**src/rtl/tap_sequencer_mux_if.sv**
```systemverilog
`default_nettype none
// ============================================================================
// Module      : tap_sequencer_mux_if
// Description : Bus bundle for tap_sequencer_mux. Groups the datapath
//               controls (en/start/x_in) and the framed sample output.
//               master = datapath side driving the sequencer,
//               slave  = the sequencer itself.
// Ports       : en, start, x_in (master -> slave)
//               busy, sel_onehot, x_out, out_valid, out_first, out_last,
//               overflow (slave -> master)
// Revision    : 1.0 - initial release
// ============================================================================
interface tap_sequencer_mux_if #(
    parameter int N   = 3,
    parameter int WII = 2,
    parameter int WFI = 6,
    parameter int WIO = 2,
    parameter int WFO = 6
);
    logic                     en;
    logic                     start;
    logic [N*(WII+WFI)-1:0]   x_in;
    logic                     busy;
    logic [N-1:0]             sel_onehot;
    logic [WIO+WFO-1:0]       x_out;
    logic                     out_valid;
    logic                     out_first;
    logic                     out_last;
    logic                     overflow;

    modport master (
        output en, start, x_in,
        input  busy, sel_onehot, x_out, out_valid, out_first, out_last, overflow
    );

    modport slave (
        input  en, start, x_in,
        output busy, sel_onehot, x_out, out_valid, out_first, out_last, overflow
    );
endinterface
`default_nettype wire

```
**src/rtl/tap_sequencer_mux.sv**
```systemverilog
`default_nettype none
// ============================================================================
// Module      : tap_sequencer_mux
// Description : Sequenced one-hot tap selector. On start, snapshots N input
//               samples and walks a one-hot select across them, one tap per
//               enabled cycle, emitting each sample converted from WII.WFI to
//               WIO.WFO fixed point with valid/first/last framing.
// Ports       : clk, rst (sync, active-high)
//               bus : tap_sequencer_mux_if.slave (en, start, x_in in;
//                     busy, sel_onehot, x_out, out_valid, out_first,
//                     out_last, overflow out)
// Config      : MUX_SAT_EN defined   -> saturate x_out on integer overflow
//               MUX_SAT_EN undefined -> wrap (keep low bits); overflow still
//                                       reported
// Revision    : 1.0 - initial release
// ============================================================================
module tap_sequencer_mux #(
    parameter int N   = 3,
    parameter int WII = 2,
    parameter int WFI = 6,
    parameter int WIO = 2,
    parameter int WFO = 6
) (
    input  logic               clk,
    input  logic               rst,
    tap_sequencer_mux_if.slave bus
);
    localparam int WI = WII + WFI;
    localparam int WO = WIO + WFO;
    localparam int WA = WII + WFO;                          // after binary-point alignment
    localparam int WE = ((WII > WIO) ? WII : WIO) + WFO;    // wide enough for either integer part

    typedef enum logic [0:0] {
        ST_IDLE = 1'b0,
        ST_RUN  = 1'b1
    } state_t;

    state_t          state_q, state_d;
    logic [N-1:0]    sel_q, sel_d;
    logic [N*WI-1:0] snap_q, snap_d;
    logic [WO-1:0]   x_out_q, x_out_d;
    logic            valid_q, valid_d;
    logic            first_q, first_d;
    logic            last_q, last_d;
    logic            ovf_q, ovf_d;

    logic [WI-1:0]   w_tap;
    logic [WA-1:0]   w_aligned;
    logic [WE-1:0]   w_ext;
    logic [WE-WO:0]  w_top;
    logic            w_ovf;
    logic [WO-1:0]   w_conv;
    logic            w_illegal;

    // One-hot select of the snapshot; a zero select yields zero.
    always_comb begin
        w_tap = '0;
        for (int i = 0; i < N; i++) begin
            if (sel_q[i]) begin
                w_tap = w_tap | snap_q[i*WI +: WI];
            end
        end
    end

    // Fraction alignment: widen by zero-filling LSBs, narrow by dropping
    // LSBs (arithmetic shift = truncate toward -inf).
    generate
        if (WFO > WFI) begin : g_frac_widen
            assign w_aligned = {w_tap, {(WFO-WFI){1'b0}}};
        end else if (WFO < WFI) begin : g_frac_narrow
            assign w_aligned = WA'($signed(w_tap) >>> (WFI - WFO));
        end else begin : g_frac_same
            assign w_aligned = w_tap;
        end
    endgenerate

    assign w_ext = WE'($signed(w_aligned));

    // Bits above the new sign bit, plus the new sign bit itself, must all
    // agree; otherwise the value does not fit in WIO integer bits.
    assign w_top = w_ext[WE-1:WO-1];
    assign w_ovf = ~((&w_top) | ~(|w_top));

`ifdef MUX_SAT_EN
    assign w_conv = w_ovf ? (w_ext[WE-1] ? {1'b1, {(WO-1){1'b0}}}
                                         : {1'b0, {(WO-1){1'b1}}})
                          : w_ext[WO-1:0];
`else
    assign w_conv = w_ext[WO-1:0];
`endif

    // Select must be zero in IDLE and exactly one-hot in RUN.
    assign w_illegal = ((sel_q & (sel_q - N'(1))) != '0) ||
                       ((state_q == ST_RUN) != (sel_q != '0));

    always_comb begin
        state_d = state_q;
        sel_d   = sel_q;
        snap_d  = snap_q;
        x_out_d = x_out_q;
        valid_d = 1'b0;
        first_d = 1'b0;
        last_d  = 1'b0;
        ovf_d   = 1'b0;

        if (w_illegal) begin
            state_d = ST_IDLE;
            sel_d   = '0;
        end else if (bus.en) begin
            case (state_q)
                ST_IDLE: begin
                    if (bus.start) begin
                        snap_d  = bus.x_in;
                        sel_d   = N'(1);
                        state_d = ST_RUN;
                    end
                end
                ST_RUN: begin
                    x_out_d = w_conv;
                    ovf_d   = w_ovf;
                    valid_d = 1'b1;
                    first_d = sel_q[0];
                    last_d  = sel_q[N-1];
                    if (sel_q[N-1]) begin
                        // Start on the final tap chains the next frame gaplessly.
                        if (bus.start) begin
                            snap_d = bus.x_in;
                            sel_d  = N'(1);
                        end else begin
                            state_d = ST_IDLE;
                            sel_d   = '0;
                        end
                    end else begin
                        sel_d = {sel_q[N-2:0], 1'b0};
                    end
                end
                default: begin
                    state_d = ST_IDLE;
                    sel_d   = '0;
                end
            endcase
        end
    end

    always_ff @(posedge clk) begin
        if (rst) begin
            state_q <= ST_IDLE;
            sel_q   <= '0;
            snap_q  <= '0;
            x_out_q <= '0;
            valid_q <= 1'b0;
            first_q <= 1'b0;
            last_q  <= 1'b0;
            ovf_q   <= 1'b0;
        end else begin
            state_q <= state_d;
            sel_q   <= sel_d;
            snap_q  <= snap_d;
            x_out_q <= x_out_d;
            valid_q <= valid_d;
            first_q <= first_d;
            last_q  <= last_d;
            ovf_q   <= ovf_d;
        end
    end

    assign bus.busy       = (state_q == ST_RUN);
    assign bus.sel_onehot = sel_q;
    assign bus.x_out      = x_out_q;
    assign bus.out_valid  = valid_q;
    assign bus.out_first  = first_q;
    assign bus.out_last   = last_q;
    assign bus.overflow   = ovf_q;
endmodule
`default_nettype wire
```
**src/flat_wrapper.sv**
```systemverilog
// flat-port wrapper written by rule: the top's interface ports become plain ports
module tap_sequencer_mux_flat 
#(
    parameter int N   = 3,
    parameter int WII = 2,
    parameter int WFI = 6,
    parameter int WIO = 2,
    parameter int WFO = 6
)
  (clk, rst, bus_en, bus_start, bus_x_in, bus_busy, bus_sel_onehot, bus_x_out, bus_out_valid, bus_out_first, bus_out_last, bus_overflow);
  tap_sequencer_mux_if #(.N(N), .WII(WII), .WFI(WFI), .WIO(WIO), .WFO(WFO)) bus_i ();
  input  logic clk;
  input  logic rst;
  input wire logic [$bits(bus_i.en)-1:0] bus_en;
  input wire logic [$bits(bus_i.start)-1:0] bus_start;
  input wire logic [$bits(bus_i.x_in)-1:0] bus_x_in;
  output wire logic [$bits(bus_i.busy)-1:0] bus_busy;
  output wire logic [$bits(bus_i.sel_onehot)-1:0] bus_sel_onehot;
  output wire logic [$bits(bus_i.x_out)-1:0] bus_x_out;
  output wire logic [$bits(bus_i.out_valid)-1:0] bus_out_valid;
  output wire logic [$bits(bus_i.out_first)-1:0] bus_out_first;
  output wire logic [$bits(bus_i.out_last)-1:0] bus_out_last;
  output wire logic [$bits(bus_i.overflow)-1:0] bus_overflow;
  assign bus_i.en = bus_en;
  assign bus_i.start = bus_start;
  assign bus_i.x_in = bus_x_in;
  assign bus_busy = bus_i.busy;
  assign bus_sel_onehot = bus_i.sel_onehot;
  assign bus_x_out = bus_i.x_out;
  assign bus_out_valid = bus_i.out_valid;
  assign bus_out_first = bus_i.out_first;
  assign bus_out_last = bus_i.out_last;
  assign bus_overflow = bus_i.overflow;
  tap_sequencer_mux #(.N(N), .WII(WII), .WFI(WFI), .WIO(WIO), .WFO(WFO)) u_core (.clk(clk), .rst(rst), .bus(bus_i));
endmodule
```
**config.mk**
```make
export PLATFORM = sky130hd
export DESIGN_NAME = tap_sequencer_mux_flat
export DESIGN_NICKNAME = d
export VERILOG_FILES = /design/src/rtl/tap_sequencer_mux_if.sv /design/src/rtl/tap_sequencer_mux.sv /design/src/flat_wrapper.sv
export SDC_FILE = /design/constraint.sdc
export NUM_CORES = 1
export LEC_CHECK = 0
export CORE_ASPECT_RATIO = 1.5
export CORE_MARGIN = 1.5
export CORE_UTILIZATION = 44
export DETAILED_ROUTE_END_ITERATION = 10
export PLACE_DENSITY = 0.82
export REMOVE_ABC_BUFFERS = 1
export SYNTH_ARGS = -nofsm -noshare
export SYNTH_HDL_FRONTEND = slang
export SYNTH_SLANG_ARGS = --single-unit
export TNS_END_PERCENT = 10
```
**constraint.sdc**
```tcl
create_clock -name clk -period 1.48 [get_ports clk]
set_clock_uncertainty 0.1 [all_clocks]
set_input_delay 0.296 -clock clk [delete_from_list [all_inputs] [get_ports clk]]
set_output_delay 0.296 -clock clk [all_outputs]
set_load 0.01 [all_outputs]
```
==> metrics.txt, run 1 <==
post-cts hold buffer count 0; routed vias 1702; clk_lat worst skew 290 ps; most frequent cells in the layout dfxtp_1 (35), clkdlybuf4s50_1 (25), buf_4 (23), nand3_1 (21), a21oi_1 (21); # clock sinks 39; drt pass-1 iters 5; CP Max Fanout 8; Synth Area in Adders 0%; Cells after Synth 197; CTS tree built; Synth Flop Type dfxtp_1; critical path data arrival time 1640 ps; Rows 28; Final WS setup -30.32 ps; Clock transition at path regs 70 ps; commonest non-fill, non-tap cell in the layout dfxtp_1; CP Capture Type flop; Starting Density 45.98%; Area Growth Syn to Fin 44.59%; placed cell area 0.002367 mm²; Fin. Hold Viols 0; Die Span X 55.29 µm; initial antenna violation count 0; worst-path cell chain buf_8 -> nor4bb_4 -> buf_4 -> buf_8 -> nand3_1 -> a21oi_2; Highest Clock Rate 662.1 MHz; first-pass GRT wire length 6996 µm; largest net degree at the start of global routing 23; main combinational cell family by area after synthesis compound AO/OA/AOI/OAI gates; initial detailed-routing violation count 86; vias in the first global route 1570; Final nets 282; post-route ant nets 0; r2r setup slk -30 ps; Final Instance Area 0.002609 mm²; Num CTS Buffers 5; Die Ht 81.43 µm; PwrDens 916.9 mW/mm²; crit path time final 1510 ps; mux share of post-synthesis cell area 6.449%; Yosys reg bits 39; Pins Over Slew Limit 0; layout cells sized above 1 25.88%; crit path kind flop to flop; Crit path top cell by count buf_8; FFs w/ async S/R, synth 0%; Post-synth EDFFs 0; final number of setup-violating endpoints 15; Peak supply drop 0.7912 mV; gr ovfl total 0; Worst path slowest cell dfxtp_4; clk root buf clkbuf_8; IO Port Bufs 42; Mapped Avg Cell Area 9.159 µm²; fraction of the yosys area taken by sequential cells 43.27%; Avg Vias per Cell 5.673; core box area 0.003924 mm²; die area 0.004502 mm²; Cells after DPL 285; IO Pins 44; type of the worst min-delay path primary input to flop; Finished Layout Cells 300; post-synthesis cell type count 30; Crit path largest cell delay 370 ps; gp weighted congestion 0.8420; CTS H-tree depth 2; outcome finished, violations left; Synth Area in Simple Gates 17.89%; Ant. Diodes 0; unrepaired setup endpoints after global routing true; Post-Place Worst Slack -406.2 ps; Synth Area in XOR/XNOR 2.358%; wire length per cell 15.37 µm; violated checks negative setup slack; mapped cell area 0.001804 mm²; All-Layer GR Usage 19.45%; # Max-Cap Violations 0; fin crit share 102.0%; post-DP HPWL 2906 µm; CP required 1610 ps; Syn. warnings 0; DRC Markers 0; Clock Tree Buf Depth 2; WL final 4611 µm; Setup crit start kind flop; compound-gate portion of the synthesized area 21.29%; leakage 1.060 nW
==> path summary, 6_finish.rpt <==
check,to,startpoint,cells after the start
setup / recovery,u_core.snap_q[16],u_core.bus.sel_onehot[1],6
hold / removal,u_core.bus.busy,bus_start,3
setup reg to reg,u_core.snap_q[16],u_core.bus.sel_onehot[1],6
hold reg to reg,u_core.snap_q[4],u_core.snap_q[4],2
==> worst max-delay path: cells and delay by family (launching register included) <==
| kind | cells | cell delay, ps |
|---|---|---|
| AOI/OAI and AO/OA | 1 | 130 |
| and+or+nand+nor | 2 | 380 |
| DFF | 1 | 370 |
| buffers and inverters | 3 | 470 |
==> final cells by class <==
cell class	count	area [µm²]
timing repair buffer	74	704.4
tap	45	56.30
clock buffer	6	82.58
sequential	39	793.3
multi-input combinational	134	937.1
fill	311	1315
clock inverter	2	35.03
==> cells by family (layout without fill, tap and decap cells) <==
logic type / Yosys count / count (layout)
buf+inv: 24 / 82
mux: 8 / 8
xor+xnor: 4 / 4
other cells: 1 / 1
simple gates: 57 / 57
compound gates: 64 / 64
flops: 39 / 39
==> routing by layer <==
| metal | routed length (µm) | global-route usage, % | share of wire, % | up-vias |
|---|---|---|---|---|
| li1 | - | - | - | 827 |
| met1 | 1872 | 21.78 | 41 | 808 |
| met2 | 2415 | 34.88 | 52 | 60 |
| met3 | 234 | 3.622 | 5.1 | 7 |
| met4 | 89 | 10.49 | 1.9 | 0 |
| met5 | 0 | 0 | 0 | - |
==> power by group <==
| part | leakage, nW | internal [W] | total, W | switching, W |
|---|---|---|---|---|
| Combinational | 0.679 | 0.000191 | 0.000366 | 0.000175 |
| Sequential | 0.320 | 0.00109 | 0.00111 | 0.0000258 |
| Clock | 0.0612 | 0.000545 | 0.000916 | 0.000370 |
| Total | 1.06 | 0.00182 | 0.00239 | 0.000571 |
==> Yosys cell counts, types with 4 or more instances <==
cell	instances	share of area, %
dfxtp_1	39	43
a21oi_1	26	7.2
nand3_1	24	6.7
o21ai_0	22	6.1
nor2_1	10	2.1
a222oi_1	8	4.4
clkbuf_1	8	1.7
nor2b_1	8	2.8
mux2_4	7	5.8
buf_2	6	1.7
buf_4	5	2.1
buf_6	5	3.1
nor3_1	4	1.1
o21ai_1	4	1.1
==> repair_timing <==
item	4_1_cts	5_1_grt
gates resized for setup	23	28
setup endpoints to repair	51	28
setup buffers	0	5
cloned	0	2
pin swaps	0	6
==> metrics by stage <==
step / power (W) / hold slack [ps] / utilization [%] / TNS (ps)
finish: 0.002392 / 365.7 / 66.49 / -133.9
global route: 0.002480 / 369.8 / 66.49 / -1499
CTS: 0.002359 / 375.3 / 63.30 / 0
detailed placement: 0.001464 / 365.5 / 60.33 / -11880
global placement: 0.001458 / 359.6 / 60.33 / -10750
floorplan: 0.001252 / 265.1 / - / -35440
==> flip-flops by register name (all words and copies together), names as in the netlist <==
signal                 cells
u_core.bus.sel_onehot      3
u_core.bus.out_first       1
u_core.snap_q             24
u_core.bus.busy            1
u_core.bus.out_valid       1
u_core.bus.out_last        1
u_core.bus.x_out           8
No activity file was read; power rests on OpenSTA's default activity.
==> run 2: changes to the inputs <==
CELL_PAD_IN_SITES_DETAIL_PLACEMENT = 0   (was default)
CELL_PAD_IN_SITES_GLOBAL_PLACEMENT = 1   (was default)
CORE_UTILIZATION = 33   (was 44)
==> run 2 against run 1 <==
Against the previous run: the run still ends with negative setup slack left; sequential cell count did not move; sequential share of layout area fell by 0.34 points; count of clock-buffer cells in the layout did not move; largest power group unchanged; highest routed layer unchanged.
==> metrics.txt, run 2 (same netlist as run 1, synthesis figures left out) <==
placed cell area 0.002406 mm²; Highest Clock Rate 665.3 MHz; crit path time final 1503 ps; Post-Place Worst Slack -325.1 ps; CP Max Fanout 16; hold_ws 360.7 ps; worst r2r src u_core.bus.sel_onehot[1]; core box area 0.005205 mm²; post-cts hold buffer count 0; Die Ht 93.56 µm; gp weighted congestion 0.7392; worst hold path startpoint bus_start; clk root buf clkbuf_8; violated checks negative setup slack; TNS Setup -111.4 ps; Avg Vias per Cell 5.116; post-DP HPWL 3028 µm; fin crit share 101.6%; Fin. Hold Viols 0; outcome finished, violations left; Ant. Diodes 0; Starting Density 34.66%; clk_lat worst skew 290 ps; Peak supply drop 0.4779 mV; Util after Layout 50.36%; post-route ant nets 0; WL final 4757 µm; Die Span X 63.38 µm; Setup crit start kind flop; CP required 1600 ps; CTS H-tree depth 2; Area Growth Syn to Fin 45.28%; gr ovfl total 0; die area 0.005929 mm²; first-pass GRT wire length 7569 µm; DRC Markers 0; most flop-heavy register u_core.snap_q; Clock transition at path regs 80 ps; R2R cell count 6; commonest non-fill, non-tap cell in the layout dfxtp_1; WHS Endpoint u_core.bus.busy; hold depth 3; Worst path slowest cell dfxtp_2; crit path kind flop to flop; initial detailed-routing violation count 70; IO Port Bufs 42; Register Area 788.3 µm²; Final Instance Area 0.002621 mm²; IO Pins 44; vias in the first global route 1604; most frequent cells in the layout dfxtp_1 (35), clkdlybuf4s50_1 (25), nand3_1 (24), buf_4 (21), a21oi_1 (20); Multi-input gate area 944.7 µm²; Num CTS Buffers 5; PwrDens 919.1 mW/mm²; Final WS setup -23.19 ps; worst-path cell chain buf_12 -> nor4bb_4 -> buf_4 -> clkbuf_16 -> nand3_1 -> a21oi_1; Final nets 278; routed vias 1632; final number of setup-violating endpoints 13; critical path data arrival time 1620 ps; wire length per cell 14.91 µm; # clock sinks 39; # Max-Cap Violations 0; leakage 1.033 nW; RR Endpoint u_core.snap_q[1]; Crit path largest cell delay 350 ps; r2r setup slk -20 ps; initial antenna violation count 0; CTS tree built; type of the worst min-delay path primary input to flop; Rows 32; largest net degree at the start of global routing 29; drt pass-1 iters 4; unrepaired setup endpoints after global routing true; max reg flops 24; Pins Over Slew Limit 0; layout cells sized above 1 25.50%; filler cell count in the final layout 505; CP Capture Type flop; Clock Tree Buf Depth 2; All-Layer GR Usage 16.06%
[run 2: cell types whose count changed in the layout (fill, tap and decap cells not counted), sizes merged]
cell           delta
dlygate4sd2       -3
clkdlybuf4s15     +1
clkbuf            +1
buf               -3
[run 2: where the power goes]
part | internal [W] | switching (W) | total [W]
clock | 0.000546 | 0.000382 | 0.000928
sequential | 0.00109 | 0.0000227 | 0.00111
combinational | 0.000193 | 0.000178 | 0.000372
[run 2: area by class of cell]
cell class / count / area share [%]
Timing Repair Buffer: 70 / 26.16
Sequential cell: 39 / 30.07
Multi-Input combinational cell: 134 / 36.04
Clock inverter: 2 / 1.337
Clock buffer: 6 / 3.150
Tap cell: 68 / 3.246
[run 2: through the flow]
step / power [W] / std cells
floorplan: 0.001252 / 173
global placement: 0.001466 / 306
detailed placement: 0.001471 / 306
CTS: 0.002382 / 314
global route: 0.002498 / 319
finish: 0.002409 / 319
[run 2: repair_timing]
action	in CTS	in global routing
endpoints found under the hold margin	0	0
endpoints found under the setup margin	47	31
pin swaps	0	2
gates cloned	0	2
buffers inserted	0	3
resized for setup	24	18
[run 2: worst max-delay path, delay by kind of cell, from the launching register on]
kind	cells	cell delay [ps]
compound gates	1	120
flops	1	350
simple gates	2	350
buf+inv	3	510
[run 2: worst max-delay path by stage]
stage | from | end | cells after the start
2_1_floorplan | u_core.bus.sel_onehot[1] | u_core.snap_q[0] | 3
3_3_place_gp | bus_en | u_core.snap_q[18] | 5
3_5_place_dp | bus_en | u_core.snap_q[4] | 5
4_1_cts | u_core.bus.sel_onehot[2] | u_core.bus.x_out[6] | 4
5_1_grt | u_core.bus.sel_onehot[1] | u_core.snap_q[22] | 6
6_report | u_core.bus.sel_onehot[1] | u_core.snap_q[1] | 6
[run 2: per-layer routing]
| layer | part of all wire [%] | vias to the layer above | track usage, % |
|---|---|---|---|
| met3 | 4.1 | 6 | 2.647 |
| met1 | 43 | 764 | 18.75 |
| met5 | 0 | - | 0 |
| li1 | - | 818 | - |
| met2 | 52 | 44 | 28.60 |
| met4 | 1.3 | 0 | 6.884 |
==> run 3: changes to the inputs <==
SLEW_MARGIN = 20   (was default)
==> results of run 3 <==
No change in the layout: final DEF, timing and power equal those of run 2.
